--- config.mk ---
export PLATFORM = sky130hd
export DESIGN_NAME = sine_result_rx
export DESIGN_NICKNAME = d
export VERILOG_FILES = /design/src/rtl/sine_pkg.sv /design/src/rtl/f32_to_q15.sv /design/src/rtl/sine_result_rx.sv
export SDC_FILE = /design/constraint.sdc
export NUM_CORES = 1
export LEC_CHECK = 0
export ABC_AREA = 1
export CAP_MARGIN = 10
export CORE_MARGIN = 5
export CORE_UTILIZATION = 56
export DETAILED_ROUTE_END_ITERATION = 7
export PLACE_DENSITY = 0.78
export SKIP_LAST_GASP = 1
export SLEW_MARGIN = 20
export SYNTH_ARGS = -nofsm -noshare
export SYNTH_HDL_FRONTEND = slang
export SYNTH_SLANG_ARGS = --single-unit
--- constraint.sdc ---
create_clock -name clk -period 4.4 [get_ports clk]
set_input_delay 0.44 -clock clk [delete_from_list [all_inputs] [get_ports clk]]
set_output_delay 0.44 -clock clk [all_outputs]
set_load 0.01 [all_outputs]
--- src/rtl/sine_pkg.sv ---
// Shared float32 / Q1.15 definitions for the sine result receive path.
package sine_pkg;
  localparam int F32_EXP_W = 8;
  localparam int F32_MAN_W = 23;
  localparam int F32_BIAS  = 127;

  typedef logic signed [15:0] q15_t;

  localparam q15_t Q15_MAX = 16'sh7fff;
  localparam q15_t Q15_MIN = 16'sh8000;
endpackage

--- src/rtl/f32_to_q15.sv ---
// Combinational IEEE-754 single to Q1.15 converter, round half away from zero.
module f32_to_q15
  import sine_pkg::*;
(
  input  logic [31:0] f,
  output q15_t        q,
  output logic        is_nan
);
  logic                 sgn;
  logic [F32_EXP_W-1:0] e;
  logic [F32_MAN_W-1:0] m;
  logic [F32_MAN_W:0]   mant;
  logic [7:0]           sh;
  logic [25:0]          rnd;

  always_comb begin
    sgn    = f[31];
    e      = f[F32_MAN_W +: F32_EXP_W];
    m      = f[F32_MAN_W-1:0];
    mant   = {1'b1, m};
    sh     = 8'(F32_BIAS + 8) - e;
    rnd    = '0;
    q      = '0;
    is_nan = 1'b0;
    if (e == '0) begin
      q = '0;
    end else if (e == '1 && m != '0) begin
      is_nan = 1'b1;
    end else if (e >= 8'(F32_BIAS)) begin
      q = sgn ? Q15_MIN : Q15_MAX;
    end else begin
      // Magnitude is 1.m scaled into Q15; shifts of 25+ leave nothing to round.
      if (sh < 8'd25) rnd = ({2'b00, mant} + (26'd1 << (sh - 8'd1))) >> sh;
      if (sgn) q = q15_t'(-rnd[15:0]);
      else     q = (rnd >= 26'd32768) ? Q15_MAX : q15_t'(rnd[15:0]);
    end
  end
endmodule

--- src/rtl/sine_result_rx.sv ---
// Tracks sine-core latency, captures and converts results to Q1.15, and
// buffers them in a credit-controlled FIFO with sticky NaN/overflow flags.
module sine_result_rx
  import sine_pkg::*;
#(
  parameter int LATENCY = 6,
  parameter int DEPTH   = 8
) (
  input  logic        clk,
  input  logic        reset,
  input  logic        in_valid,
  output logic        in_ready,
  input  logic [31:0] result,
  output logic [15:0] out_data,
  output logic        out_valid,
  input  logic        out_ready,
  input  logic        clr_flags,
  output logic        nan_flag,
  output logic        ovf_flag
);
  localparam int AW = $clog2(DEPTH);
  localparam int CW = AW + 1;

  logic [LATENCY-1:0] vld_pipe_q, vld_pipe_d;
  logic               res_vld_q, res_vld_d;
  logic [31:0]        res_q, res_d;
  logic               conv_vld_q, conv_vld_d;
  q15_t               conv_data_q, conv_data_d;
  logic               conv_nan_q, conv_nan_d;
  logic [AW-1:0]      wptr_q, wptr_d, rptr_q, rptr_d;
  logic [CW-1:0]      cnt_q, cnt_d;
  logic               nan_q, nan_d, ovf_q, ovf_d;
  q15_t               mem_q [DEPTH];

  q15_t        cvt_q15;
  logic        cvt_nan;
  logic        tap, push, pop, full, push_ok;
  logic [31:0] inflight;

  f32_to_q15 u_cvt (.f(res_q), .q(cvt_q15), .is_nan(cvt_nan));

  always_comb begin
    tap         = vld_pipe_q[LATENCY-1];
    vld_pipe_d  = (vld_pipe_q << 1) | LATENCY'(in_valid);
    res_vld_d   = tap;
    res_d       = tap ? result : res_q;
    conv_vld_d  = res_vld_q;
    conv_data_d = res_vld_q ? cvt_q15 : conv_data_q;
    conv_nan_d  = res_vld_q & cvt_nan;

    out_valid = (cnt_q != '0);
    out_data  = out_valid ? mem_q[rptr_q] : '0;
    push      = conv_vld_q;
    pop       = out_valid & out_ready;
    full      = (cnt_q == CW'(DEPTH));
    push_ok   = push & ~full;
    wptr_d    = wptr_q + AW'(push_ok);
    rptr_d    = rptr_q + AW'(pop);
    cnt_d     = cnt_q + CW'(push_ok) - CW'(pop);

    // Every sample still in the pipe owns a FIFO slot, so accepted work never overflows.
    inflight = 32'(res_vld_q) + 32'(conv_vld_q);
    for (int i = 0; i < LATENCY; i++) inflight = inflight + 32'(vld_pipe_q[i]);
    in_ready = reset & ((32'(cnt_q) + inflight) < 32'(DEPTH));

    nan_d = clr_flags ? 1'b0 : nan_q;
    if (conv_vld_q & conv_nan_q) nan_d = 1'b1;
    ovf_d = clr_flags ? 1'b0 : ovf_q;
    if (push & full) ovf_d = 1'b1;

    nan_flag = nan_q;
    ovf_flag = ovf_q;
  end

  always_ff @(posedge clk or negedge reset) begin
    if (!reset) begin
      vld_pipe_q  <= '0;
      res_vld_q   <= 1'b0;
      res_q       <= '0;
      conv_vld_q  <= 1'b0;
      conv_data_q <= '0;
      conv_nan_q  <= 1'b0;
      wptr_q      <= '0;
      rptr_q      <= '0;
      cnt_q       <= '0;
      nan_q       <= 1'b0;
      ovf_q       <= 1'b0;
    end else begin
      vld_pipe_q  <= vld_pipe_d;
      res_vld_q   <= res_vld_d;
      res_q       <= res_d;
      conv_vld_q  <= conv_vld_d;
      conv_data_q <= conv_data_d;
      conv_nan_q  <= conv_nan_d;
      wptr_q      <= wptr_d;
      rptr_q      <= rptr_d;
      cnt_q       <= cnt_d;
      nan_q       <= nan_d;
      ovf_q       <= ovf_d;
    end
  end

  always_ff @(posedge clk) begin
    if (push_ok) mem_q[wptr_q] <= conv_data_q;
  end
endmodule
==> out/qor.tcl, run 1 <==
set qor(min_period_ps) 5010
set qor(global_route_wire_length_before_repair_um) 58200
set qor(grt-ovfl-total) 0
set qor(number_of_flops_mapped_to_enable_cells_by_yosys) 128
set qor(total_power_w) 0.00735
set qor(place_area_mm2) 0.0140
set qor(timing_worst_slew_pin_value_ps) 1080
set qor(insertedDiodeCount) 0
set qor(maxCapViolations) 0
set qor(synth_ff_type) {edfxtp_1}
set qor(cts_buffers) 17
set qor(max_fanout_on_critical_path) 5
set qor(post_synth_inst_count) 1489
set qor(grt_setup_unrepaired) {yes}
set qor(hold_class) {primary input to async pin}
set qor(hpwl_um) 24900
set qor(failing_checks) {setup timing}
set qor(grt_max_degree) 66
set qor(die_height_um) 156
set qor(buffer_ports.inserted) 56
set qor(fillerInstances) 1445
set qor(timing.hold.ws_ps) 363
set qor(cp_common_cell) {nand2_1}
set qor(syn-cell-area_mm2) 0.0120
set qor(cts-root-to-sink-buffers) 2
set qor(placedCellCount) 1928
set qor(cts-htree-levels) 4
set qor(vias_per_cell) 5.85
set qor(place_congestion) 1.00
set qor(power_per_cell_area_mw_per_mm2) 467
set qor(synth_seq_cells) 197
set qor(netlist_top_cells_count) {nand2_1 (372), nor2_1 (193), nand3_1 (140)}
set qor(period_share_pct) 114
set qor(std_cell_rows) 53
set qor(grt_pass1_vias) 11300
set qor(cts.clk_slew.worst_paths_ps) 90
set qor(cts.sinks) 197
set qor(async_flop_share_pct) 35.0
set qor(floorplan.die.width_um) 156
set qor(clock_latency_ps) 450
set qor(finClkSkew_ps) 13.6
set qor(seq_area_frac_synth_pct) 46.4
set qor(run_status) {finished, violations left}
set qor(layoutNonFillerInstCount) 2003
set qor(wl_per_cell_um) 18.7
set qor(vdd_ir_drop_max_mv) 0.393
set qor(finalWorstSetupSlack_ps) -606
set qor(finish.net_count) 1802
set qor(top_level_ports) 57
set qor(p_leak_nw) 7.04
set qor(timing.critical_path.slowest_cell_delay_ps) 400
set qor(post-synth-top-area-cell) {edfxtp_1}
set qor(initial_utilization_pct) 56.9
set qor(worst_slew_margin_rel_pct) 27.8
set qor(drive_above_1_share_pct) 27.9
set qor(areaGrowthSynthToFinish_pct) 31.1
set qor(finalHoldViolations) 0
set qor(yosys.cell_types.count) 49
set qor(global_route.usage.total_pct) 30.2
set qor(clock_tree_from_tritoncts) {yes}
set qor(postRouteWirelength_um) 37500
set qor(cp.arrival_ps) 5330
set qor(yosys-top-cells-area) {edfxtp_1 (32%), dfrtp_1 (14%), nand2_1 (12%)}
set qor(post-route-drc-count) 0
set qor(syn_nets) 1576
set qor(synth.top_cell.area_share_pct) 32.0
set qor(drt_first_iter_violations) 1235
set qor(layout.cell_area.non_filler_mm2) 0.0157
set qor(final-max-slew-violation-count) 0
set qor(critical_path_required_ps) 4730
set qor(post-synth-top-count-cell) {nand2_1}
set qor(syn_avg_cell_area_um2) 8.06
set qor(die_area_mm2) 0.0245
set qor(path_class) {register to register}
set qor(cp-end-kind) {register}
set qor(fmax_ghz) 0.200
set qor(critPathSlowestCell) {dfrtp_1}
set qor(antenna_found_initial) 0
set qor(timing.final.setup_violations) 16
set qor(clock-root-buffer) {clkbuf_16}
set qor(drt_pre_antenna_iters) 6
set qor(yosysWarnings) 0
set qor(finalSetupTns_ps) -7360
set qor(via_count) 11700
set qor(design.core.area_mm2) 0.0211
set qor(final_antenna_net_count) 0
set qor(critical_path.startpoint_type) {register}
-- path summary, 6_finish.rpt --
path | from | endpoint | slack [ps] | cells past startpoint
min in group clk | vld_pipe_q[2] | vld_pipe_q[3] | 400 | 0
max reg2reg | res_q[27] | conv_data_q[8] | -610 | 32
max | res_q[27] | conv_data_q[8] | -610 | 32
min reg2reg | vld_pipe_q[2] | vld_pipe_q[3] | 400 | 0
max in group asynchronous | reset | res_q[26] | 2880 | 3
min | reset | res_q[24] | 360 | 2
-- flip-flops by register name, indices dropped and copies added (netlist names) --
signal	count
wptr_q	3
conv_data_q	16
ovf_flag	1
rptr_q	3
conv_vld_q	1
conv_nan_q	1
res_q	32
cnt_q	4
conv_vld_d	1
mem_q	128
nan_flag	1
vld_pipe_q	6
-- metal layers --
| layer | up-vias | wire length, um | global-route usage, % |
|---|---|---|---|
| met1 | 5532 | 15100 | 40.4 |
| met2 | 581 | 18300 | 50.8 |
| li1 | 5492 | - | - |
| met4 | 0 | 1330 | 10.7 |
| met5 | - | 0 | 0 |
| met3 | 112 | 2740 | 3.84 |
-- critical path, delay by kind of cell, from the launching register on --
| kind | cells | cell delay, ps |
|---|---|---|
| and+or+nand+nor | 16 | 1980 |
| buffers and inverters | 7 | 780 |
| AOI/OAI and AO/OA | 4 | 720 |
| adders and majority gates | 3 | 690 |
| DFF | 1 | 400 |
| xor gates and xnor gates | 2 | 330 |
-- what timing repair did --
| item | 4_1_cts | 5_1_grt |
|---|---|---|
| pin swaps | 41 | 52 |
| endpoints found under the setup margin | 16 | 17 |
| cloned | 0 | 0 |
| hold buffers | 1 | 0 |
| buffers inserted | 33 | 10 |
| endpoints found under the hold margin | 4 | 0 |
| gates resized for setup | 115 | 94 |
-- cell usage in the layout, fill, tap and decap left out, types with 55 or more instances in the layout --
| cell type | instances |
|---|---|
| nand2_1 | 320 |
| buf_4 | 198 |
| nor2_1 | 174 |
| edfxtp_1 | 128 |
| o21ai_0 | 120 |
| nand3_1 | 99 |
| inv_1 | 97 |
| dfrtp_1 | 66 |
| nand2_2 | 58 |
| clkdlybuf4s50_1 | 55 |
-- layout make-up --
cell class | instances | area (um2) | share of cell area (%)
multi-input cells | 1110 | 6510 | 41.3
clock buffers | 17 | 425 | 2.70
flip-flops and latches | 197 | 5570 | 35.4
clock inverters | 15 | 224 | 1.42
inverters | 124 | 488 | 3.10
well taps | 275 | 344 | 2.19
repair buffers | 265 | 2180 | 13.8
-- report_power, final --
group	internal (W)	switching [W]	total, W
sequential	0.00237	0.000207	0.00258
clock	0.000811	0.000861	0.00167
combinational	0.00123	0.00187	0.00311
total	0.00441	0.00294	0.00735
-- metrics by stage --
stage               worst slack (ps)  util (%)
floorplan                      -55.4         -
global placement                -400      66.3
detailed placement              -479      66.3
CTS                             -244      72.6
global route                    -796      74.7
finish                          -606      74.7
-- logic make-up after synthesis --
logic type / after synthesis / synth area share [%]
and+or+nand+nor: 821 / 30.8
AOI/OAI and AO/OA: 225 / 10.2
DFF: 197 / 46.4
buffers and inverters: 182 / 6.08
adders and majority gates: 50 / 5.52
xor gates and xnor gates: 12 / 0.875
muxes: 2 / 0.167
(Power assumes the default switching activity.)
==> run 2: changes to the inputs <==
- CORE_UTILIZATION: 56 -> 61
- PLACE_DENSITY: 0.78 -> 0.85
- clock period: 4.4 -> 5.7 ns (I/O delays scaled with it)
==> run 2 against run 1 <==
  * Fmax shrank 4.6%
  * Count of clock-buffer cells in the layout is the same
  * Utilization shrank 4.9 points
  * The run now ends clean
==> out/qor.tcl, run 2 (same netlist as run 1, synthesis figures left out) <==
set qor(run_status) {completed}
set qor(power_per_cell_area_mw_per_mm2) 397
set qor(cts.sinks) 197
set qor(maxCapViolations) 0
set qor(max_fanout_on_critical_path) 7
set qor(via_count) 10900
set qor(grt_max_degree) 68
set qor(placedCellCount) 1774
set qor(drt_first_iter_violations) 1389
set qor(cp_common_cell) {nand2_1}
set qor(cts-htree-levels) 4
set qor(cp-startpoint) {res_q[26]}
set qor(floorplan.die.width_um) 150
set qor(antenna_found_initial) 1
set qor(worst-r2r-setup-slack_ps) 450
set qor(cp-endpoint) {conv_data_q[6]}
set qor(die_height_um) 150
set qor(global_route_wire_length_before_repair_um) 54400
set qor(initial_utilization_pct) 61.9
set qor(hold_path_startpoint) {vld_pipe_q[2]}
set qor(min_period_ps) 5250
set qor(clock_latency_ps) 450
set qor(cts-root-to-sink-buffers) 2
set qor(drive_above_1_share_pct) 9.20
set qor(cts.clk_slew.worst_paths_ps) 90
set qor(clock_tree_from_tritoncts) {yes}
set qor(timing.critical_path.slowest_cell_delay_ps) 420
set qor(wl_per_cell_um) 18.8
set qor(cts_buffers) 17
set qor(top_level_ports) 57
set qor(place_congestion) 1.10
set qor(r2r_cells) 36
set qor(areaGrowthSynthToFinish_pct) 12.7
set qor(fmax_ghz) 0.191
set qor(design.core.area_mm2) 0.0194
set qor(drt_pre_antenna_iters) 6
set qor(final_antenna_net_count) 0
set qor(postRouteWirelength_um) 34000
set qor(cp-end-kind) {register}
set qor(finalHoldViolations) 0
set qor(critical_path.startpoint_type) {register}
set qor(global_route.usage.total_pct) 30.8
set qor(timing.final.setup_violations) 0
set qor(grt-ovfl-total) 0
set qor(hold_class) {register to register}
set qor(finClkSkew_ps) 19.1
set qor(most_frequent_standard_cell_in_the_layout_excluding_fill_and_tap_cells) {nand2_1}
set qor(period_share_pct) 92.0
set qor(path_class) {register to register}
set qor(clock-root-buffer) {clkbuf_16}
set qor(top_register) {mem_q}
set qor(insertedDiodeCount) 0
set qor(buffer_ports.inserted) 56
set qor(post-route-drc-count) 0
set qor(final-max-slew-violation-count) 0
set qor(reg_top3) {mem_q (128), res_q (32), conv_data_q (16)}
set qor(cp.arrival_ps) 5560
set qor(vdd_ir_drop_max_mv) 0.232
set qor(critical_path_required_ps) 6020
set qor(finish.net_count) 1618
set qor(grt_pass1_vias) 10500
set qor(hpwl_um) 23800
set qor(vias_per_cell) 6.05
set qor(worst_slew_margin_rel_pct) 22.4
set qor(die_area_mm2) 0.0226
set qor(critPathSlowestCell) {dfrtp_1}
set qor(total_power_w) 0.00537
set qor(largest_register_ffs) 128
set qor(worst_r2r_endpoint) {conv_data_q[6]}
set qor(std_cell_rows) 51
set qor(timing_worst_slew_pin_value_ps) 1160
set qor(reg2reg_from) {res_q[26]}
set qor(layoutNonFillerInstCount) 1809
set qor(final_cell_mix) {nand2_1 (371), nor2_1 (191), nand3_1 (140), edfxtp_1 (128), o21ai_0 (127)}
set qor(p_leak_nw) 5.95
[run 2: cell count changes in the layout (fill, tap and decap cells not counted), sizes merged]
cell	before	now
clkinv	8	6
buf	209	25
inv	131	133
[run 2: where the power goes]
group / switching (W) / internal (W)
clock: 0.000674 / 0.000634
combinational: 0.00129 / 0.000761
sequential: 0.000177 / 0.00183
[run 2: worst min-delay path by stage]
stage	end	slack, ps	depth (start not counted)
2_1_floorplan	cnt_q[0]	270	0
3_3_place_gp	vld_pipe_q[3]	370	0
3_5_place_dp	res_q[18]	380	1
4_1_cts	vld_pipe_q[3]	390	0
5_1_grt	vld_pipe_q[3]	400	0
6_report	vld_pipe_q[3]	390	0
[run 2: through the flow]
step	setup TNS (ps)	cell area [um2]	hold WS [ps]	setup slack, ps	utilization [%]
6_report	0	13500	389	455	69.7
5_1_grt	-9.44	13500	398	-9.44	69.7
4_1_cts	0	13500	392	437	69.5
3_5_place_dp	0	12800	380	507	66.1
3_3_place_gp	0	12800	369	503	66.1
2_1_floorplan	0	12000	274	807	-
[run 2: layout make-up]
type / instances / area (um2)
clock buffers: 17 / 425
clock inverters: 15 / 229
flip-flops and latches: 197 / 5570
inverters: 124 / 468
fillers: 1541 / 5870
multi-input cells: 1110 / 5740
repair buffers: 81 / 761
well taps: 265 / 332
[run 2: critical path, delay by kind of cell, from the launching register on]
kind | cells | cell delay (ps)
simple gates | 24 | 2660
compound gates | 5 | 860
fa+ha+maj | 3 | 820
flops | 1 | 420
buf+inv | 4 | 350
[run 2: what timing repair did]
action / 4_1_cts / 5_1_grt
endpoints found under the hold margin: 2 / 0
buffers inserted: 0 / 2
hold buffers: 1 / 0
gates resized for setup: 0 / 9
endpoints found under the setup margin: 0 / 8
[run 2: routing by layer]
layer  GRT usage, %  up-vias  wire length [um]
li1               -     5122                 -
met1           41.6     5101             13800
met2           50.8      614             16300
met3           4.97       99              2760
met4           10.7        2              1100
met5              0        -                13
